===== src/rtl/mem_stage.sv =====
// Memory-access pipeline stage: issues one load/store at a time to the memory
// controller, stalls the pipeline while it is outstanding, and extends load data.
module mem_stage (
  input  logic        clk_in,
  input  logic        rst_in,
  input  logic        rdy_in,
  input  logic [5:0]  cmdtype_in,
  input  logic [4:0]  rsd_addr_in,
  input  logic [31:0] rsd_data_in,
  input  logic        write_rsd_or_not_in,
  input  logic [31:0] mem_addr_in,
  input  logic [31:0] store_data_in,
  output logic        mem_req_out,
  output logic        mem_we_out,
  output logic [31:0] mem_addr_out,
  output logic [31:0] mem_wdata_out,
  output logic [1:0]  mem_len_out,
  input  logic        mem_done_in,
  input  logic [31:0] mem_rdata_in,
  output logic        stall_req_out,
  output logic [4:0]  rsd_addr_out,
  output logic [31:0] rsd_data_out,
  output logic        write_rsd_or_not_out
);

  localparam int unsigned CMD_W  = 6;
  localparam int unsigned DATA_W = 32;
  localparam int unsigned LEN_W  = 2;

  // Instruction-type codes shared with the decoder.
  localparam logic [CMD_W-1:0] CMD_LB  = 6'd11;
  localparam logic [CMD_W-1:0] CMD_LH  = 6'd12;
  localparam logic [CMD_W-1:0] CMD_LW  = 6'd13;
  localparam logic [CMD_W-1:0] CMD_LBU = 6'd14;
  localparam logic [CMD_W-1:0] CMD_LHU = 6'd15;
  localparam logic [CMD_W-1:0] CMD_SB  = 6'd16;
  localparam logic [CMD_W-1:0] CMD_SH  = 6'd17;
  localparam logic [CMD_W-1:0] CMD_SW  = 6'd18;

  localparam logic [LEN_W-1:0] LEN_BYTE = 2'b00;
  localparam logic [LEN_W-1:0] LEN_HALF = 2'b01;
  localparam logic [LEN_W-1:0] LEN_WORD = 2'b11;

  typedef enum logic [1:0] {
    ST_IDLE = 2'd0,
    ST_BUSY = 2'd1,
    ST_DONE = 2'd2
  } state_t;

  state_t              state;
  logic [CMD_W-1:0]    cmd_q;
  logic [DATA_W-1:0]   load_data;
  logic                is_load;
  logic                is_store;
  logic                is_mem;

  function automatic logic [LEN_W-1:0] len_of(input logic [CMD_W-1:0] cmd);
    case (cmd)
      CMD_LB, CMD_LBU, CMD_SB: len_of = LEN_BYTE;
      CMD_LH, CMD_LHU, CMD_SH: len_of = LEN_HALF;
      default:                 len_of = LEN_WORD;
    endcase
  endfunction

  function automatic logic [DATA_W-1:0] extend(input logic [CMD_W-1:0]  cmd,
                                               input logic [DATA_W-1:0] r);
    case (cmd)
      CMD_LB:  extend = {{24{r[7]}}, r[7:0]};
      CMD_LBU: extend = {24'h0, r[7:0]};
      CMD_LH:  extend = {{16{r[15]}}, r[15:0]};
      CMD_LHU: extend = {16'h0, r[15:0]};
      default: extend = r;
    endcase
  endfunction

  // Command classification of the incoming EX/MEM instruction.
  always_comb begin
    is_load  = 1'b0;
    is_store = 1'b0;
    case (cmdtype_in)
      CMD_LB, CMD_LH, CMD_LW, CMD_LBU, CMD_LHU: is_load  = 1'b1;
      CMD_SB, CMD_SH, CMD_SW:                   is_store = 1'b1;
      default: ;
    endcase
    is_mem = is_load | is_store;
  end

  // Request FSM; rdy_in low freezes everything, reset wins over all.
  always_ff @(posedge clk_in) begin
    if (rst_in) begin
      state         <= ST_IDLE;
      mem_req_out   <= 1'b0;
      mem_we_out    <= 1'b0;
      mem_addr_out  <= '0;
      mem_wdata_out <= '0;
      mem_len_out   <= LEN_BYTE;
      cmd_q         <= '0;
      load_data     <= '0;
    end else if (rdy_in) begin
      case (state)
        ST_IDLE: begin
          if (is_mem) begin
            state         <= ST_BUSY;
            mem_req_out   <= 1'b1;
            mem_we_out    <= is_store;
            mem_addr_out  <= mem_addr_in;
            mem_wdata_out <= store_data_in;
            mem_len_out   <= len_of(cmdtype_in);
            cmd_q         <= cmdtype_in;
          end
        end
        ST_BUSY: begin
          if (mem_done_in) begin
            state       <= ST_DONE;
            mem_req_out <= 1'b0;
            load_data   <= extend(cmd_q, mem_rdata_in);
          end
        end
        ST_DONE: state <= ST_IDLE;
        default: state <= ST_IDLE;
      endcase
    end
  end

  // Write-back path and stall request follow the state combinationally.
  always_comb begin
    rsd_addr_out         = rsd_addr_in;
    rsd_data_out         = rsd_data_in;
    write_rsd_or_not_out = 1'b0;
    stall_req_out        = 1'b0;
    if (!rst_in) begin
      case (state)
        ST_IDLE: begin
          if (is_mem) stall_req_out = 1'b1;
          else        write_rsd_or_not_out = write_rsd_or_not_in;
        end
        ST_BUSY: stall_req_out = 1'b1;
        ST_DONE: begin
          rsd_data_out         = load_data;
          write_rsd_or_not_out = !mem_we_out && (rsd_addr_in != 5'd0);
        end
        default: ;
      endcase
    end
  end

endmodule


===== config.mk =====
export PLATFORM = sky130hd
export DESIGN_NAME = mem_stage
export DESIGN_NICKNAME = d
export VERILOG_FILES = /design/src/rtl/mem_stage.sv
export SDC_FILE = /design/constraint.sdc
export NUM_CORES = 1
export LEC_CHECK = 0
export ABC_CLOCK_PERIOD_IN_PS = 2200
export CAP_MARGIN = 20
export CORE_MARGIN = 3
export CORE_UTILIZATION = 35
export DETAILED_ROUTE_END_ITERATION = 6
export HOLD_SLACK_MARGIN = 0.02
export PLACE_DENSITY_LB_ADDON = 0.2
export SETUP_SLACK_MARGIN = 0.15
export SKIP_CTS_REPAIR_TIMING = 1
export SYNTH_ARGS = -nofsm -noshare
export SYNTH_HDL_FRONTEND = slang
export SYNTH_SLANG_ARGS = --single-unit
export TNS_END_PERCENT = 5

===== constraint.sdc =====
create_clock -name clk_in -period 2.2 [get_ports clk_in]
set_input_delay 0.44 -clock clk_in [delete_from_list [all_inputs] [get_ports clk_in]]
set_output_delay 0.44 -clock clk_in [all_outputs]
set_load 0.01 [all_outputs]

# Word-level counts from Yosys, hierarchy flattened

Cells that the tools add are included.

Eq/ne operators: 16
Mux-type cells: 18
Bitwise gates (word level): 1
Reductions and logical operators: 13

Operators by type and width:

| operator                                      | number |
|---|---|
| case mux 32 bit (4 select lines)              | 1 |
| two-way mux 32 bit                            | 2 |
| == test 6 x 4 -> 1 bit, second input constant | 9 |
| == test 6 x 5 -> 1 bit, second input constant | 3 |
| AND reduction 3 bit                           | 3 |
| OR reduction 3 bit                            | 3 |
| two-way mux 1 bit                             | 8 |
| case mux 2 bit (2 select lines)               | 2 |
| case mux 1 bit (2 select lines)               | 3 |
| nonzero test 5 bit                            | 1 |
| OR reduction 5 bit                            | 1 |
| two-way mux 2 bit                             | 2 |
| inequality test 2 bit, second input constant  | 2 |
| AND reduction 4 bit                           | 1 |
| == test 2 x 1 -> 1 bit, second input constant | 1 |
| == test 2 bit, second input constant          | 1 |
| logical NOT 2 bit                             | 1 |
| nonzero test 2 bit                            | 1 |
| logical AND 1 bit                             | 1 |
| logical NOT 1 bit                             | 1 |
| bitwise OR 1 bit                              | 1 |

Flip-flop bits (word level): 108
Input bits: 144
Output and inout bits: 107
Logic and storage cells: 56

# Logic depth before layout (Yosys ltp)

Word-level depth: 7
Mapped depth: 6
Gate-level depth less buffers: 4

# Worst setup path before layout

No wires, ideal clock.

Path type: register -> output
Start point: register state[0]
End point: output port rsd_data_out[2]
Arrival time: 1.331 ns
Data required time: 1.760 ns
Slack: 0.429 ns
Cell stages (with the launch flop): 5
Buffers on the path: 2
Path through: dfxtp_1 -> buf_2 -> nor3b_2 -> buf_4 -> mux2_1

Longest elaborated chain between the ends: 3

Ends and longest elaborated chain:

| what                     | line | text |
|---|---|---|
| start: declaration       | 50   | `state_t state;` |
| start signal: assignment | 91   | `state <= ST_IDLE;` |
| start signal: assignment | 103  | `state <= ST_BUSY;` |
| start signal: assignment | 114  | `state <= ST_DONE;` |
| == test 2 bit            | 132  | `case (state)` |
| two-way mux 32 bit       | 132  |  |
| two-way mux 32 bit       | 131  | `if (!rst_in) begin` |
| end: declaration         | 22   | `output logic [31:0] rsd_data_out,` |

Every way passes these cells.

# Worst setup path in the final report

Start point: register state[0]
End point: output port rsd_data_out[28]

The elaborated chain is that of the path after synthesis.

==> metrics.yaml <==
outcome: "finished clean"
rr_worst_depth: 4
power-per-cell-area_mw_per_mm2: 573
worst_slack_ns: 0.0933
nets: 937
power.share.sequential: 0.445
clock_skew_ns: 0.00480
post-route-drc-count: 0
totalPowerFinal_w: 0.00454
track_usage: 0.201
fin_crit_ns: 2.11
crit_fanout: 8
synth_flop_cell: "dfxtp_1"
viasPerCell: 5.17
io_pins: 251
numClockSinks: 108
io_buffers: 250
p_int_w: 0.00344
hpwl_mm: 11.3
coreArea_mm2: 0.0129
drv_slew: 0
finalCritPeriodShare: 0.958
fp-row-count: 41
final_util: 0.615
clk_pin_slew_ns: 0.07
max_stage_delay_ns: 0.34
swShare: 0.242
crit_type: "flop to output port"
wl_per_cell_um: 16.9
netlist-cell-type-count: 41
grt_max_degree: 80
finalSetupViolCount: 0
rrSetupSlack_ns: 0.44
syn-cell-area_mm2: 0.00472
critPathBufInv: 3
start_util: 0.366
dp_slack_ns: -0.536
antenna_found_initial: 0
max_slew.worst_pin.slew_ns: 0.855
die_h_um: 122
clkLatencyLatePin_ns: 0.35
power.switching_w: 0.00110
r2r_start: "cmd_q[3]$_SDFFE_PP0P_"
startpoint: "state[0]$_SDFFE_PP0P_"
final_hold_viol_count: 0
path_cells: "nor3b_4, buf_6, clkbuf_16, mux2_4, buf_6"
timing.rr.end: "load_data[23]$_SDFFE_PP0P_"
syn2layout_area_growth_pct: 67.9
drtIter0Drc: 434
drive_gt1_frac: 0.172
synth-seq-cells: 108
critical_path.top_delay_family: "buffers and inverters"
combPwrFrac: 0.167
antenna_left: 0
critical_path_depth: 5
ctsHtreeMaxLevel: 3
clock.fmax_ghz: 0.475
ir_worst_vdd_mv: 0.370
grt_pass1_vias: 4807
clockBufferDepth: 2
syn_avg_cell_area_um2: 8.50
dieArea_mm2: 0.0149
worstSetupEndpointType: "output port"
cp.arrival_ns: 1.67
cts_tree: "built"
synthesis.nets: 699
cp-start-kind: "flop"
ys_seq_area_frac: 0.458
syn-instance-count: 555
gr-total-overflow: 0
vias: 5015
antennaDiodeCount: 0
path_common_cell: "buf_6"
drt-pass1-iter-count: 4
rsz0062_at_grt: "true"
cts-root-buf: "clkbuf_16"
place.gp.congestion: 0.756
die_x_um: 122
p_clk_frac: 0.388
async_reset_ff_frac: 0
required_ns: 1.76
maxCapViolCount: 0
finalWirelength_mm: 16.4
endpoint: "rsd_data_out[28]"
yosysWarnings: 0
cts_buffers: 9
synth_edf_count: 0
grt_first_pass_wirelength_mm: 24.3
hold_class: "flop to flop"
slowest_stage: "dfxtp_2"
p_leak_nw: 2.93
maxSlewHeadroom: 0.430
[per-stage QoR]
stage	setup TNS, ns	hold slack (ns)	cell area (µm²)	std cells
after floorplan	0	0.433	4720	555
after global placement	-11.19	0.448	7430	947
after detailed placement	-17.41	0.453	7430	947
after CTS	-9.56	0.464	7750	963
after global routing	0	0.490	7920	970
final	0	0.458	7920	970
[cells in the final DEF (no fill, tap or decap), types with 3 or more instances in the layout]
master | synthesis | routed
o21ai_0 | 71 | 71
dlymetal6s2s_1 | 0 | 11
mux2_2 | 33 | 20
buf_12 | 0 | 6
clkinvlp_4 | 0 | 3
buf_4 | 19 | 22
mux2_4 | 0 | 13
nand3_1 | 70 | 70
nor2_2 | 2 | 3
nor3b_1 | 4 | 3
clkbuf_2 | 5 | 19
nor2_1 | 28 | 25
clkdlybuf4s50_1 | 0 | 205
a211oi_1 | 23 | 23
dfxtp_1 | 108 | 106
clkbuf_16 | 0 | 12
buf_6 | 1 | 17
a21oi_1 | 81 | 81
nand2_1 | 45 | 45
[layout make-up]
class | instances | area, µm²
clock buffers | 9 | 225
clock inverters | 7 | 100
fillers | 1073 | 4960
inverters | 2 | 7.51
multi-input cells | 388 | 2350
flip-flops and latches | 108 | 2160
well taps | 172 | 215
repair buffers | 284 | 2850
[cell families (layout without fill, tap and decap cells)]
| family | after synthesis | after routing | share of synthesized area |
|---|---|---|---|
| flip-flops | 108 | 108 | 0.458 |
| buffers and inverters | 59 | 302 | 0.0669 |
| AND/OR/NAND/NOR | 166 | 166 | 0.170 |
| AO/OA/AOI/OAI | 186 | 186 | 0.220 |
| multiplexers | 34 | 34 | 0.0812 |
| XOR/XNOR | 2 | 2 | 0.00372 |
[how the worst min path moves through the flow]
| stage | start | to | slack, ns | depth (start not counted) |
|---|---|---|---|---|
| floorplan | load_data[0]$_SDFFE_PP0P_ | load_data[0]$_SDFFE_PP0P_ | 0.43 | 2 |
| finish | load_data[3]$_SDFFE_PP0P_ | load_data[3]$_SDFFE_PP0P_ | 0.46 | 2 |
| global placement | load_data[3]$_SDFFE_PP0P_ | load_data[3]$_SDFFE_PP0P_ | 0.45 | 2 |
| global route | load_data[0]$_SDFFE_PP0P_ | load_data[0]$_SDFFE_PP0P_ | 0.49 | 2 |
| detailed placement | mem_req_out$_SDFFE_PP0P_ | mem_req_out$_SDFFE_PP0P_ | 0.45 | 2 |
| CTS | load_data[3]$_SDFFE_PP0P_ | load_data[3]$_SDFFE_PP0P_ | 0.46 | 2 |
[synthesized netlist by cell type, drive strengths merged, types with 2 or more instances]
library cell  instances  area share
a211oi               25       0.042
o211ai                2      0.0032
o21ai                72       0.076
inv                   2      0.0016
nand3                70       0.074
nor3                  2      0.0032
nor2b                 3      0.0045
buf                  32       0.044
mux2                 34       0.081
clkbuf               25       0.021
xor2                  2      0.0037
nand2b                3      0.0040
nand2                46       0.037
a21oi                81       0.086
nor3b                 6       0.012
nor2                 30       0.025
dfxtp               108        0.46
[sequential cells by signal (all words and copies together), names as in the netlist]
register	flops
mem_wdata_out	32
load_data	32
mem_addr_out	32
mem_len_out	2
mem_we_out	1
mem_req_out	1
cmd_q	6
state	2
[power by group through the flow]
stage	Sequential [W]	Clock, W	Combinational, W
floorplan	0.00207	0	0.000265
finish	0.00202	0.00176	0.000759
detailed placement	0.00206	0	0.000754
global route	0.00202	0.00188	0.000817
global placement	0.00206	0	0.000740
CTS	0.00202	0.00180	0.000759
[metal layers]
metal,vias to the layer above,share of wire,global-route usage
met1,2385,0.42,0.252
met4,0,0.011,0.0546
met5,-,0,0
met2,173,0.48,0.335
met3,11,0.087,0.0622
li1,2446,-,-
[tightest hold or removal path, stage by stage (launching register included)]
cell,delay [ns]
dfxtp_1,0.31
nand2_1,0.05
a21oi_1,0.05
Power figures use the tool's default switching activity.
